==> src/rtl/debug_run_controller_pkg.sv <==
// rtl/debug_run_controller_pkg.sv - command codes, state encodings and halt opcode for the debug run controller
package debug_run_controller_pkg;

    localparam logic [2:0] CMD_NOP  = 3'd0;
    localparam logic [2:0] CMD_RUN  = 3'd1;
    localparam logic [2:0] CMD_STEP = 3'd2;
    localparam logic [2:0] CMD_HALT = 3'd3;
    localparam logic [2:0] CMD_PRST = 3'd4;

    // Shared with the assembler and the SPI debug unit.
    localparam logic [31:0] HALT_OPCODE = 32'hFFFF_FFFF;

    typedef enum logic [2:0] {
        ST_IDLE  = 3'd0,
        ST_RUN   = 3'd1,
        ST_STEP  = 3'd2,
        ST_DRAIN = 3'd3,
        ST_DONE  = 3'd4,
        ST_PRST  = 3'd5
    } state_t;

    function automatic logic enables_pipe(input state_t s);
        return (s == ST_RUN) || (s == ST_STEP) || (s == ST_DRAIN);
    endfunction

endpackage

==> src/rtl/debug_run_controller_sat_counter.sv <==
// rtl/debug_run_controller_sat_counter.sv - saturating up-counter with enable and synchronous clear
module sat_counter #(
    parameter int W = 32
) (
    input  logic         i_clk,
    input  logic         i_rst,
    input  logic         i_en,
    input  logic         i_clr,
    output logic [W-1:0] o_count
);

    always_ff @(posedge i_clk) begin
        if (i_rst || i_clr) begin
            o_count <= '0;
        end else if (i_en && (o_count != {W{1'b1}})) begin
            o_count <= o_count + W'(1);
        end
    end

endmodule

==> src/rtl/debug_run_controller.sv <==
// rtl/debug_run_controller.sv - debug-mode pipeline sequencer: run, step, halt drain and pipeline reset
module debug_run_controller
    import debug_run_controller_pkg::*;
#(
    parameter int                   NB_BITS      = 32,
    parameter int                   NB_STEP      = 16,
    parameter int                   NB_CYC       = 32,
    parameter int                   DRAIN_CYCLES = 4,
    parameter int                   PRST_CYCLES  = 2,
    parameter logic [NB_BITS-1:0]   HALT_INSTR   = NB_BITS'(HALT_OPCODE)
) (
    input  logic               i_clk,
    input  logic               i_rst,
    input  logic               i_cmd_valid,
    input  logic [2:0]         i_cmd,
    input  logic [NB_STEP-1:0] i_step_count,
    input  logic [NB_BITS-1:0] i_if_id_instr,
    output logic               o_cmd_ready,
    output logic               o_debug_enb,
    output logic               o_pipe_rst,
    output logic               o_halted,
    output logic [2:0]         o_state,
    output logic [NB_CYC-1:0]  o_run_cycles
);

    localparam int DW = $clog2(DRAIN_CYCLES + 1);
    localparam int PW = $clog2(PRST_CYCLES + 1);

    state_t             state, state_n;
    logic [NB_STEP-1:0] step_cnt, step_n;
    logic [DW-1:0]      drain_cnt, drain_n;
    logic [PW-1:0]      prst_cnt, prst_n;
    logic               accept, halt_hit, clr_cycles;

    assign o_cmd_ready = (state == ST_IDLE) || (state == ST_RUN) || (state == ST_DONE);
    assign o_state     = state;
    assign accept      = i_cmd_valid && o_cmd_ready;
    assign halt_hit    = o_debug_enb && (i_if_id_instr == HALT_INSTR);
    assign clr_cycles  = (state_n == ST_PRST) && (state != ST_PRST);

    always_comb begin
        state_n = state;
        step_n  = step_cnt;
        drain_n = drain_cnt;
        prst_n  = prst_cnt;
        case (state)
            ST_IDLE, ST_DONE: begin
                if (accept) begin
                    case (i_cmd)
                        CMD_RUN:  state_n = ST_RUN;
                        CMD_STEP: begin
                            state_n = ST_STEP;
                            step_n  = (i_step_count == '0) ? NB_STEP'(1) : i_step_count;
                        end
                        CMD_PRST: begin
                            state_n = ST_PRST;
                            prst_n  = PW'(PRST_CYCLES);
                        end
                        default: ;
                    endcase
                end
            end
            // A HALT opcode reaching IF/ID wins over a host halt or step expiry on the same edge.
            ST_RUN: begin
                if (halt_hit) begin
                    state_n = ST_DRAIN;
                    drain_n = DW'(DRAIN_CYCLES);
                end else if (accept && (i_cmd == CMD_HALT)) begin
                    state_n = ST_IDLE;
                end
            end
            ST_STEP: begin
                if (halt_hit) begin
                    state_n = ST_DRAIN;
                    drain_n = DW'(DRAIN_CYCLES);
                end else if (step_cnt == NB_STEP'(1)) begin
                    state_n = ST_IDLE;
                end else begin
                    step_n = step_cnt - NB_STEP'(1);
                end
            end
            ST_DRAIN: begin
                if (drain_cnt == DW'(1)) state_n = ST_DONE;
                else                     drain_n = drain_cnt - DW'(1);
            end
            ST_PRST: begin
                if (prst_cnt == PW'(1)) state_n = ST_IDLE;
                else                    prst_n  = prst_cnt - PW'(1);
            end
            default: state_n = ST_IDLE;
        endcase
    end

    // Outputs are registered from the next state so they line up with the state register.
    always_ff @(posedge i_clk) begin
        if (i_rst) begin
            state       <= ST_IDLE;
            step_cnt    <= '0;
            drain_cnt   <= '0;
            prst_cnt    <= '0;
            o_debug_enb <= 1'b0;
            o_pipe_rst  <= 1'b0;
            o_halted    <= 1'b0;
        end else begin
            state       <= state_n;
            step_cnt    <= step_n;
            drain_cnt   <= drain_n;
            prst_cnt    <= prst_n;
            o_debug_enb <= enables_pipe(state_n);
            o_pipe_rst  <= (state_n == ST_PRST);
            o_halted    <= (state_n == ST_DONE);
        end
    end

    sat_counter #(.W(NB_CYC)) u_run_cycles (
        .i_clk   (i_clk),
        .i_rst   (i_rst),
        .i_en    (o_debug_enb),
        .i_clr   (clr_cycles),
        .o_count (o_run_cycles)
    );

endmodule

==> config.mk <==
export PLATFORM = sky130hd
export DESIGN_NAME = debug_run_controller
export DESIGN_NICKNAME = d
export VERILOG_FILES = /design/src/rtl/debug_run_controller_pkg.sv /design/src/rtl/debug_run_controller_sat_counter.sv /design/src/rtl/debug_run_controller.sv
export SDC_FILE = /design/constraint.sdc
export NUM_CORES = 1
export LEC_CHECK = 0
export CAP_MARGIN = 0
export CORE_ASPECT_RATIO = 2
export CORE_UTILIZATION = 49
export CTS_BUF_LIST = sky130_fd_sc_hd__clkbuf_16
export DETAILED_ROUTE_END_ITERATION = 12
export PLACE_DENSITY = 0.81
export SLEW_MARGIN = 20
export SYNTH_ARGS = -nofsm -noshare
export SYNTH_HDL_FRONTEND = slang
export SYNTH_SLANG_ARGS = --single-unit
==> constraint.sdc <==
create_clock -name i_clk -period 2.8 [get_ports i_clk]
set_input_delay 0.56 -clock i_clk [delete_from_list [all_inputs] [get_ports i_clk]]
set_output_delay 0.56 -clock i_clk [all_outputs]
set_load 0.01 [all_outputs]
* Yosys cells after proc, flatten, opt, wreduce, memory -nomap -nowiden
Cells that the tools add are included.
Word-level totals: flip-flop bits (word level) 59, output and inout port bits 39, word-level logic and storage cells 82
Operators by class: add/subtract/negate cells 4, equality and inequality tests 28, multiplexer cells 22, reductions and logical operators 20
Operators by type and width (count):
- two-way mux 16 bit | 5
- adder 32 x 1 -> 32 bit (second input constant) | 1
- equality test 32 bit (second input constant) | 1
- != test 32 bit (second input constant) | 1
- case mux 16 bit (2 select lines) | 1
- two-way mux 3 bit | 9
- equality test 3 x 2 -> 1 bit (second input constant) | 6
- equality test 16 x 1 -> 1 bit (second input constant) | 1
- logical NOT 16 bit | 1
- subtractor 16 x 1 -> 16 bit (second input constant) | 1
- equality test 3 bit (second input constant) | 5
- case mux 3 bit (5 select lines) | 1
- equality test 3 x 1 -> 1 bit (second input constant) | 4
- != test 2 bit (second input constant) | 5
- case mux 3 bit (3 select lines) | 1
- two-way mux 2 bit | 3
- != test 2 x 1 -> 1 bit (second input constant) | 3
- case mux 3 bit (2 select lines) | 1
- nonzero test 2 bit | 3
- logical AND 1 bit | 5
- logical OR 1 bit | 5
- AND reduction 5 bit | 1
- case mux 2 bit (2 select lines) | 1
- AND reduction 4 bit | 1
- other kinds (7) | 8

* Longest topological paths before layout
Gate-level depths: netlist of the first run.
word-level depth 11, mapped depth 8, mapped depth without buffers 7

* Hierarchy
From an unflattened synthesis of the first run, not the netlist that was laid out.
Second synthesis, totals: cell total of the unflattened synthesis 424, area, all modules 3517.1 µm²
By module, submodules not included:
- debug_run_controller | times used 1, cells each 235, area each 1835.5 µm², sequential area each 540.5 µm²
- sat_counter | times used 1, cells each 189, area each 1681.6 µm², sequential area each 640.6 µm²

* Worst setup path before layout of the first run
No wires, ideal clock.
kind register to register, start point register step_cnt[0], end point register step_cnt[14], library setup time 134 ps, arrival time 2168 ps, slack 498 ps, stages on the path, launching flop included 8, buffers on the path 0, cells stage by stage dfxtp_1 -> inv_1 -> ha_1 -> or4b_2 -> nor4b_1 -> a21oi_1 -> o311ai_0 -> o31ai_1
On the way: word-level cells in the longest chain between the ends 4, elaborated cells on any way between the ends 7
Ends and longest elaborated chain:
- start: declaration | line debug_run_controller.sv:30 | logic [NB_STEP-1:0] step_cnt, step_n;
- start signal: assignment | line debug_run_controller.sv:106 | step_cnt <= step_n;
- subtractor 16 x 1 -> 16 bit | line debug_run_controller.sv:79 | step_n = step_cnt - NB_STEP'(1);
- two-way mux 16 bit | line debug_run_controller.sv:76 | end else if (step_cnt == NB_STEP'(1)) begin
- two-way mux 16 bit | line debug_run_controller.sv:73 | if (halt_hit) begin
- case mux 16 bit (2 select lines) | line debug_run_controller.sv:46 | case (state)
Several ways; a longest one is shown, not always the timed one. The select of a mux whose other input is x is not followed. A chain may end at the register's enable or synchronous reset.

* Worst setup path in the final report of the first run
start point register step_cnt[0], end point register step_cnt[9]
The elaborated chain is that of the path after synthesis.

==> out/metrics.cfg, run 1 <==
[grt]
antenna_found_initial=0
grt_max_degree=34
overflow=0
first_global_vias=4040
grt_first_pass_wirelength_mm=18.1
grt.total_usage=0.324

[sta]
clock_skew_ns=0.00643
hold_ws_ns=0.462
tightest_slew_ns=0.659
hold_violations=0
timing.slew.headroom=0.559
post-route-min-period_ns=2.66
report.final.slew_viol_count=0
fmax_ghz=0.377
finalSetupViolations=0
period_share=0.949
tns_ns=0
rsz0062_at_grt=no

[final_layout]
finalInstanceArea_um2=5000
fillerInstances=547
postLayoutCoreUtil=0.720
drive_gt1_frac=0.110
n_antenna_cell=0
fin_nets=612
syn2layout_area_growth_pct=41.8

[drt]
ant_nets=0
routedWlPerCell_um=17.8
firstDrtPassIters=5
wl_mm=11.5
num_vias=4205
drt_iter0_markers=324
drc=0
viasPerCell=6.50

[place]
gp_congestion=0.917
post_dp_cell_area_um2=4680
dp_hpwl_mm=8.59
io_buffer_count=92

[worst_setup_path]
path_cells=ha_1, or3b_2, or4_4, o211ai_2, o311ai_0, o31ai_1
arrival_ns=2.90
critPathCaptureType=flip-flop
crit_path_top_delay_cell=o211ai_2
slowest_delay_ns=0.58
startpoint_type=flip-flop
cp.buffers_inverters=0
required_ns=3.04
cp_top_family=compound AO/OA/AOI/OAI gates
critPathKind=reg2reg
critPathMaxFanout=16

[synthesis]
synth_edf_count=0
synth_top_flop_cell=dfxtp_1
yosysUniqueCellTypes=63
synthMuxAreaShare=0.00887
yosysWarnings=0
synth-simple-area-share=0.315
synth_area_um2=3520
synth_top_family_by_area=simple AND/OR/NAND/NOR gates
synth_fp_nets=504
synth-xor-area-share=0.0149
synth_seq_cells=59
synth-seq-area-share=0.335
synth_area_per_cell_um2=7.94
async_flop_share=0
synthCells=444
synth-adder-area-share=0.0213
synth_compound_area_frac=0.264

[cts]
tritoncts=yes
post_cts_buffers=0
root_buffer=clkbuf_16
clk_latency_ns=0.34
h-tree-depth=3
cts_resized=0
cts.sinks=59
ctsLongestPathBuffers=2
clkSlewWorstSetupHoldPaths_ns=0.06
numCtsBuffers=9
cts.hold.buffers_added=0

[min_path]
hold_path.class=reg2reg

[power_and_ir_drop]
p_leak_nw=1.73
powerDensity_nw_per_um2=481
irDropWorstVdd_mv=0.299
power_mw=2.40

[flow_run]
maxCapViolations=0

[status]
outcome=finished clean

[floorplan]
core_um2=6940
pin_count=93
die_y_um=122
initial_core_util=0.508
chipWidth_um=62.0
die_area_um2=7560
rows=43

sequential cells by signal (all words and copies together), names as in the netlist:
signal,cells
u_run_cycles.o_count,32
step_cnt,16
drain_cnt,3
o_state,3
prst_cnt,2
o_debug_enb,1
o_halted,1
o_pipe_rst,1
synth_stat cells (all sizes together) (2+ instances only):
library cell | count | share of area
nor4bb | 2 | 0.0057
a211oi | 2 | 0.0043
xnor2 | 3 | 0.0075
a21oi | 38 | 0.054
o311ai | 11 | 0.027
inv | 12 | 0.013
nand4 | 22 | 0.039
buf | 3 | 0.0050
a41oi | 2 | 0.0050
dfxtp | 59 | 0.34
o31ai | 20 | 0.043
nor2b | 3 | 0.0053
a311oi | 2 | 0.0050
nor3 | 15 | 0.021
o21a | 5 | 0.011
nand2b | 2 | 0.0035
mux2i | 2 | 0.0057
or3 | 13 | 0.023
and4 | 6 | 0.015
or4 | 13 | 0.031
clkbuf | 21 | 0.022
nor4 | 11 | 0.021
nor4b | 2 | 0.0050
nor2 | 33 | 0.035
o21ai | 18 | 0.026
or4b | 2 | 0.0057
nand2 | 31 | 0.033
a31oi | 14 | 0.025
ha | 6 | 0.021
nor3b | 2 | 0.0043
and2 | 5 | 0.0089
a41o | 4 | 0.011
a22oi | 6 | 0.013
nand3 | 17 | 0.024
or3b | 2 | 0.0050
and3 | 11 | 0.020
a31o | 2 | 0.0050
xor2 | 3 | 0.0075
o211ai | 4 | 0.0099
placed cells by master (no fill, tap or decap), drive strengths merged, types with 3 or more instances in the layout:
master | Yosys | layout
a41o | 4 | 4
o21ai | 18 | 18
nor2b | 3 | 3
and3 | 11 | 11
a21oi | 38 | 38
o311ai | 11 | 11
xor2 | 3 | 3
xnor2 | 3 | 3
dfxtp | 59 | 59
ha | 6 | 6
clkbuf | 21 | 9
nor3 | 15 | 15
o31ai | 20 | 20
clkinv | 0 | 3
inv | 12 | 12
nand2 | 31 | 31
and2 | 5 | 5
clkdlybuf4s50 | 0 | 92
a22oi | 6 | 6
o211ai | 4 | 4
a31oi | 14 | 14
nor2 | 33 | 33
nor4 | 11 | 11
buf | 3 | 29
and4 | 6 | 6
or3 | 13 | 13
or4 | 13 | 13
nand4 | 22 | 22
nand3 | 17 | 17
o21a | 5 | 5
worst paths after layout:
check / startpoint / end / slack (ns) / cells after the start
setup reg to reg: step_cnt[0] / step_cnt[9] / 0.14 / 6
setup / recovery: step_cnt[0] / step_cnt[9] / 0.14 / 6
hold reg to reg: drain_cnt[1] / drain_cnt[1] / 0.46 / 2
hold / removal: drain_cnt[1] / drain_cnt[1] / 0.46 / 2
per-layer routing:
layer	share of wire	up-vias	GRT usage
met1	0.34	1949	0.293
met3	0.052	61	0.0732
met5	0	-	0
met2	0.56	229	0.593
li1	-	1966	-
met4	0.049	0	0.210
cell type report:
cell class / count / area (um2) / area share
Inverter: 12 / 45.0 / 0.00901
Tap cell: 90 / 113 / 0.0225
Multi-Input combinational cell: 349 / 2200 / 0.441
Clock inverter: 7 / 92.6 / 0.0185
Clock buffer: 9 / 225 / 0.0451
Sequential cell: 59 / 1180 / 0.236
Timing Repair Buffer: 121 / 1140 / 0.228
through the flow:
step	setup WS [ns]	cells
6_report	0.144	647
5_1_grt	0.0343	647
4_1_cts	0.177	647
3_5_place_dp	-0.0147	631
3_3_place_gp	0.0742	631
2_1_floorplan	0.498	444
where the power goes:
part	switching, mW	internal, mW
clock network	0.410	0.775
registers	0.0225	0.857
logic	0.171	0.169
cells by family after synthesis:
kind of cell             Yosys count
AND/OR/NAND/NOR                  196
AO/OA/AOI/OAI                    138
flip-flops                        59
buffers and inverters             36
XOR/XNOR                           6
adder cells (fa/ha/maj)            6
multiplexers                       3
tightest hold or removal path, delay by kind of cell (launching register included):
| kind | cells | cell delay [ns] |
|---|---|---|
| DFF | 1 | 0.30 |
| AOI/OAI and AO/OA | 1 | 0.05 |
| and+or+nand+nor | 1 | 0.06 |
Power figures use the tool's default switching activity.
==> run 2: changes to the inputs <==
- SKIP_LAST_GASP: default -> 1
==> results of run 2 <==
Same layout as run 1: the final DEF is identical, and so are final timing and power.
==> run 3: changes to the inputs <==
- SKIP_LAST_GASP: 1 -> default
==> results of run 3 <==
Same layout as run 1: the final DEF is identical, and so are final timing and power.
